--- src/rtl/bc_ramp.sv ---
// ---------------------------------------------------------------------------
// bc_ramp -- slew-rate limiter for a signed speed/direction command.
//
// A target command from upstream is approached by at most STEP per ramp
// tick (one tick every TICK_DIV clocks). Every change of the current command
// is offered once to the downstream PWM stage through a valid/ready
// handshake, and a pending output defers further steps until it is taken.
//
// Build option: define BC_RAMP_DWELL_EN to force direction reversals to ramp
// down to zero and hold there for DWELL_TICKS ticks before ramping up the
// other way. Without it the command crosses zero in ordinary steps.
//
// Parameters
//   STEP         maximum change of the command per tick (1..1024)
//   TICK_DIV     clocks per ramp tick (>= 2)
//   DWELL_TICKS  ticks held at zero on a reversal (>= 1)
//
// Ports
//   CLK100MHZ  in   sole clock, rising edge
//   rst        in   synchronous active-high reset
//   in_data    in   [15:0] signed target command
//   in_valid   in   in_data valid
//   in_rdy     out  target accepted (high except during reset)
//   out_data   out  [15:0] signed ramped command
//   out_valid  out  out_data valid, held until out_rdy
//   out_rdy    in   downstream accepts out_data
//   busy       out  command differs from target, or dwelling at zero
// ---------------------------------------------------------------------------
module bc_ramp #(
  parameter int STEP        = 16,
  parameter int TICK_DIV    = 1000,
  parameter int DWELL_TICKS = 4
) (
  input  logic        CLK100MHZ,
  input  logic        rst,
  input  logic [15:0] in_data,
  input  logic        in_valid,
  output logic        in_rdy,
  output logic [15:0] out_data,
  output logic        out_valid,
  input  logic        out_rdy,
  output logic        busy
);

  localparam logic [1:0] S_IDLE  = 2'd0;
  localparam logic [1:0] S_RAMP  = 2'd1;
  localparam logic [1:0] S_DWELL = 2'd2;

  localparam int TW = $clog2(TICK_DIV);
  localparam int DW = (DWELL_TICKS > 1) ? $clog2(DWELL_TICKS) : 1;

  localparam logic signed [15:0] STEP_16 = 16'(STEP);
  localparam logic signed [16:0] STEP_17 = 17'(STEP);

  logic [TW-1:0]      tick_cnt;
  logic               tick;
  logic [1:0]         state;
  logic [DW-1:0]      dwell_cnt;
  logic signed [15:0] cur;
  logic signed [15:0] target;
  logic signed [15:0] in_sat;
  logic signed [15:0] goal;
  logic signed [15:0] next_cur;
  logic signed [16:0] diff;
  logic               reversal;
  logic               pending;

  assign tick    = (tick_cnt == TW'(TICK_DIV - 1));
  assign in_rdy  = ~rst;
  assign pending = out_valid & ~out_rdy;

  // -32768 has no positive twin; clamp it so magnitudes stay symmetric.
  assign in_sat = (in_data == 16'h8000) ? 16'sh8001 : $signed(in_data);

`ifdef BC_RAMP_DWELL_EN
  // Opposite non-zero signs: head for zero first, the dwell follows there.
  assign reversal = (cur != 16'sd0) && (target != 16'sd0) && (cur[15] != target[15]);
`else
  assign reversal = 1'b0;
`endif

  assign goal = reversal ? 16'sd0 : target;

  // The distance to the goal can reach 65534, so it is taken at 17 bits;
  // a full step is only taken when it cannot pass the goal, which also
  // keeps cur +/- STEP inside the 16-bit range.
  // NOTE: every always_comb output gets a value on every path (here a default
  // first) so no latch is inferred.
  always_comb begin
    next_cur = goal;
    diff     = {goal[15], goal} - {cur[15], cur};
    if (diff > STEP_17) begin
      next_cur = cur + STEP_16;
    end else if (diff < -STEP_17) begin
      next_cur = cur - STEP_16;
    end
  end

  assign out_data = cur;
  assign busy     = (state == S_DWELL) || (cur != target);

  // NOTE: registers use non-blocking assignments so every flop samples the
  // pre-edge values; the reset branch is synchronous and has priority.
  always_ff @(posedge CLK100MHZ) begin
    if (rst) begin
      tick_cnt  <= '0;
      state     <= S_IDLE;
      dwell_cnt <= '0;
      cur       <= 16'sd0;
      target    <= 16'sd0;
      out_valid <= 1'b0;
    end else begin
      tick_cnt <= tick ? '0 : tick_cnt + TW'(1);

      if (out_valid && out_rdy) begin
        out_valid <= 1'b0;
      end

      // The step below reads the pre-edge target, so a target arriving on a
      // tick cycle takes effect at the following tick.
      if (in_valid && in_rdy) begin
        target <= in_sat;
      end

      if (state == S_DWELL) begin
        // Target changes do not shorten the dwell; the latest one is used
        // when it ends.
        if (tick) begin
          if (dwell_cnt == DW'(DWELL_TICKS - 1)) begin
            dwell_cnt <= '0;
            state     <= (target == 16'sd0) ? S_IDLE : S_RAMP;
          end else begin
            dwell_cnt <= dwell_cnt + DW'(1);
          end
        end
      end else if (cur == target) begin
        state <= S_IDLE;
      end else begin
        state <= S_RAMP;
        // An untaken output blocks the step; it is retried on the next tick.
        if (tick && !pending) begin
          cur       <= next_cur;
          out_valid <= 1'b1;
          if (next_cur == target) begin
            state <= S_IDLE;
          end else if (reversal && (next_cur == 16'sd0)) begin
            state     <= S_DWELL;
            dwell_cnt <= '0;
          end
        end
      end
    end
  end

endmodule

--- config.mk ---
export PLATFORM = sky130hd
export DESIGN_NAME = bc_ramp
export DESIGN_NICKNAME = d
export VERILOG_FILES = /design/src/rtl/bc_ramp.sv
export SDC_FILE = /design/constraint.sdc
export NUM_CORES = 1
export LEC_CHECK = 0
export CAP_MARGIN = 15
export CORE_MARGIN = 3
export CORE_UTILIZATION = 45
export DETAILED_ROUTE_END_ITERATION = 8
export PLACE_DENSITY = 0.77
export SYNTH_ARGS = -nofsm -noshare
export SYNTH_HDL_FRONTEND = slang
export SYNTH_SLANG_ARGS = --single-unit
export TNS_END_PERCENT = 30
--- constraint.sdc ---
create_clock -name CLK100MHZ -period 3.38 [get_ports CLK100MHZ]
set_input_delay 0.676 -clock CLK100MHZ [delete_from_list [all_inputs] [get_ports CLK100MHZ]]
set_output_delay 0.676 -clock CLK100MHZ [all_outputs]
set_load 0.02 [all_outputs]
==> key figures <==
Global routing
  – Vias in the first global route: 3,337
  – Initial antenna violation count: 0
  – Grt ovf: 0
  – First-pass GRT wire length: 16,200 um
  – Largest net degree at the start of global routing: 35
  – Total Routing Usage GR: 0.231

Logic synthesis
  – Synth Instances: 437
  – Synth cell types: 59
  – Area of the mapped netlist: 3370 sq um
  – Mean Syn Cell Area: 7.70 sq um
  – Synth Register Bits: 43
  – Synth Net Count: 477
  – Yosys Warn Count: 0
  – EDFF count, synth: 0
  – Ys flop type: dfxtp_1
  – Synth async-reset ratio: 0
  – Seq/Total Area, Yosys: 0.256

Setup path
  – CP Buf/Inv Count: 1
  – Crit path top cell by count: a211oi_2
  – Crit end category: register
  – CP Data Required Time: 3.57 ns
  – Worst-path maximum fanout: 5
  – Critical path class: reg2reg
  – Critical Path AT: 3.50 ns
  – Worst path depth: 12
  – Worst reg-to-reg path cell count: 12
  – Crit-path cells: inv_1, ha_4, a211oi_2, o21ai_2, xnor2_1, or4_1, a211oi_2, nand4b_1, or3_4, a21boi_4, mux2i_1, nor2_1
  – Crit-path slowest cell: or4_1
  – Max stage delay on crit path: 0.43 ns
  – Critical path startpoint category: register
  – Top delay family on crit path: simple AND/OR/NAND/NOR gates

Cells and area
  – Area Growth Syn to Fin: 33.4%
  – Final nets: 548
  – Inserted Diodes: 0
  – Fin cells: 605
  – Fin util: 0.640
  – Fraction of layout cells with a size suffix above 1: 0.224
  – Fin area: 4490 sq um

Timing
  – Fmax achieved: 302 MHz
  – Final hold slack: 0.467 ns
  – Worst-Margin Slew: 0.601 ns
  – Setup_tns: 0 ns
  – Relative slew slack: 0.599
  – Final Hold Violating Endpoints: 0
  – RSZ-0062 raised after global routing: true
  – Setup Skew: 0.0145 ns
  – Final setup margin: 0.0718 ns
  – Final worst path period need: 3.31 ns
  – Period utilisation layout: 0.979
  – Endpoints failing setup: 0
  – Slew Viols, Final: 0

Clock network
  – Longest Clk Path Bufs: 2
  – CTS tree: done
  – Clock sink count: 43
  – Clock Root Buffer: clkbuf_8
  – H-tree depth: 2
  – Clock-pin transition on the worst setup and hold timing paths: 0.11 ns
  – Worst-skew pair later-pin latency: 0.32 ns
  – CTS Buf Count: 5

Detailed routing
  – Routed WL: 10,400 um
  – Vias per inst: 6.00
  – Pre-antenna DRT Iters: 6
  – Initial DRC Count: 428
  – Drt drc: 0
  – Via count: 3,629
  – ANT nets after route: 0
  – Wire length per cell: 17.2 um

Place
  – Area after DPL: 4100 sq um
  – Buffers on Ports: 38
  – Dpl hpwl: 7560 um
  – Post-Place Worst Slack: -0.0168 ns
  – Gpl congestion: 1.09
  – Post-Place Cells: 592

Floorplan
  – Core area: 7020 sq um
  – Number of cell rows: 30
  – Die area: 8560 sq um
  – I/O pin count: 39
  – Starting Density: 0.480
  – Die Wd: 92.5 um
  – Die Ht: 92.5 um

Pwr
  – Flop pwr share: 0.386
  – Share of total power in the clock network: 0.274
  – PwrDens: 307 nW/um^2
  – Pwr Total: 1.38 mW
  – Leakage: 1.74 nW
  – Gate power share: 0.340
  – Switching power: 485 uW
  – Worst IR Drop VDD: 0.246 mV
  – Switching portion of total power: 0.352
  – Cell internal pwr: 893 uW

Flow run
  – Max-cap violations: 0

Hold path
  – WHS Path Cells: 1
  – Hold Crit Class: reg2reg

Run status
  – Status: finished, final reports clean
power by group through the flow:
| stage | Sequential, mW | Combinational (mW) | Clock (mW) |
|---|---|---|---|
| global route | 0.533 | 0.503 | 0.394 |
| global placement | 0.542 | 0.375 | 0 |
| CTS | 0.531 | 0.385 | 0.378 |
| floorplan | 0.538 | 0.260 | 0 |
| finish | 0.531 | 0.469 | 0.377 |
| detailed placement | 0.543 | 0.381 | 0 |
cell usage after synthesis (3+ instances only):
cell type | instances | area, sq um
a211oi_1 | 13 | 97.6
a211oi_2 | 3 | 37.5
a21o_1 | 8 | 60.1
a21oi_1 | 30 | 150
a221oi_1 | 3 | 26.3
and2_1 | 3 | 18.8
and3_1 | 10 | 62.6
buf_2 | 7 | 35.0
buf_6 | 4 | 45.0
clkbuf_1 | 11 | 41.3
dfxtp_1 | 43 | 861
ha_1 | 19 | 238
inv_1 | 32 | 120
mux2i_1 | 11 | 110
nand2_1 | 25 | 93.8
nand2b_1 | 4 | 25.0
nand3_1 | 16 | 80.1
nand4_1 | 8 | 50.1
nor2_1 | 50 | 188
nor2b_1 | 9 | 56.3
nor3_1 | 8 | 40.0
nor4_1 | 8 | 50.1
nor4b_1 | 4 | 35.0
o211ai_1 | 5 | 37.5
o21a_1 | 3 | 22.5
o21ai_0 | 24 | 120
o221ai_1 | 6 | 52.6
o22ai_1 | 5 | 31.3
or2_2 | 4 | 25.0
or3_1 | 6 | 37.5
xnor2_1 | 13 | 114
xor2_1 | 9 | 78.8
worst paths after layout:
path                start          end  slack [ns]
min           tick_cnt[0]  tick_cnt[0]        0.47
max          out_data[12]  out_data[2]        0.07
min reg2reg   tick_cnt[0]  tick_cnt[0]        0.47
max reg2reg  out_data[12]  out_data[2]        0.07
worst register-to-register path, cell delays in order (launching register included):
cell	delay, ns
dfxtp_2	0.34
inv_1	0.13
ha_4	0.23
a211oi_2	0.31
o21ai_2	0.12
xnor2_1	0.16
or4_1	0.43
a211oi_2	0.23
nand4b_1	0.21
or3_4	0.42
a21boi_4	0.29
mux2i_1	0.23
nor2_1	0.06
layer usage:
metal | vias up | share of wire | global-route usage
met3 | 28 | 0.080 | 0.0487
met2 | 176 | 0.46 | 0.364
met4 | 0 | 0.024 | 0.0619
met1 | 1690 | 0.44 | 0.318
met5 | - | 0 | 0
li1 | 1735 | - | -
timing repair:
action,CTS,global route
setup endpoints to repair,6,16
pin swaps,2,27
gates resized for setup,2,59
gates cloned,0,1
setup buffers,1,3
hold buffers,0,0
layout by cell type, fill, tap and decap left out, drive strengths merged, types with 11 or more instances in the layout:
cell / count
nor2: 50
buf: 47
dfxtp: 43
clkdlybuf4s50: 38
inv: 34
a21oi: 30
o21ai: 26
nand2: 25
ha: 19
nand3: 16
a211oi: 16
xnor2: 13
mux2i: 11
and3: 11
cell type report:
cell class / count / area (sq um)
clock buffers: 5 / 68.8
clock inverters: 3 / 26.3
fillers: 605 / 2530
inverters: 32 / 120
multi-input cells: 340 / 2500
flip-flops and latches: 43 / 870
well taps: 96 / 120
repair buffers: 86 / 787
logic make-up after synthesis:
kind of cell,Yosys count,synth area share
multiplexers,11,0.0327
AND/OR/NAND/NOR,162,0.246
XOR/XNOR,22,0.0572
AO/OA/AOI/OAI,125,0.261
flip-flops,43,0.256
buffers and inverters,54,0.0717
adder cells (fa/ha/maj),20,0.0766
state kept, by name, summed over array words and instances, names as in the netlist:
signal     cells
tick_cnt      10
goal          16
out_valid      1
out_data      16
(Power assumes the default switching activity.)
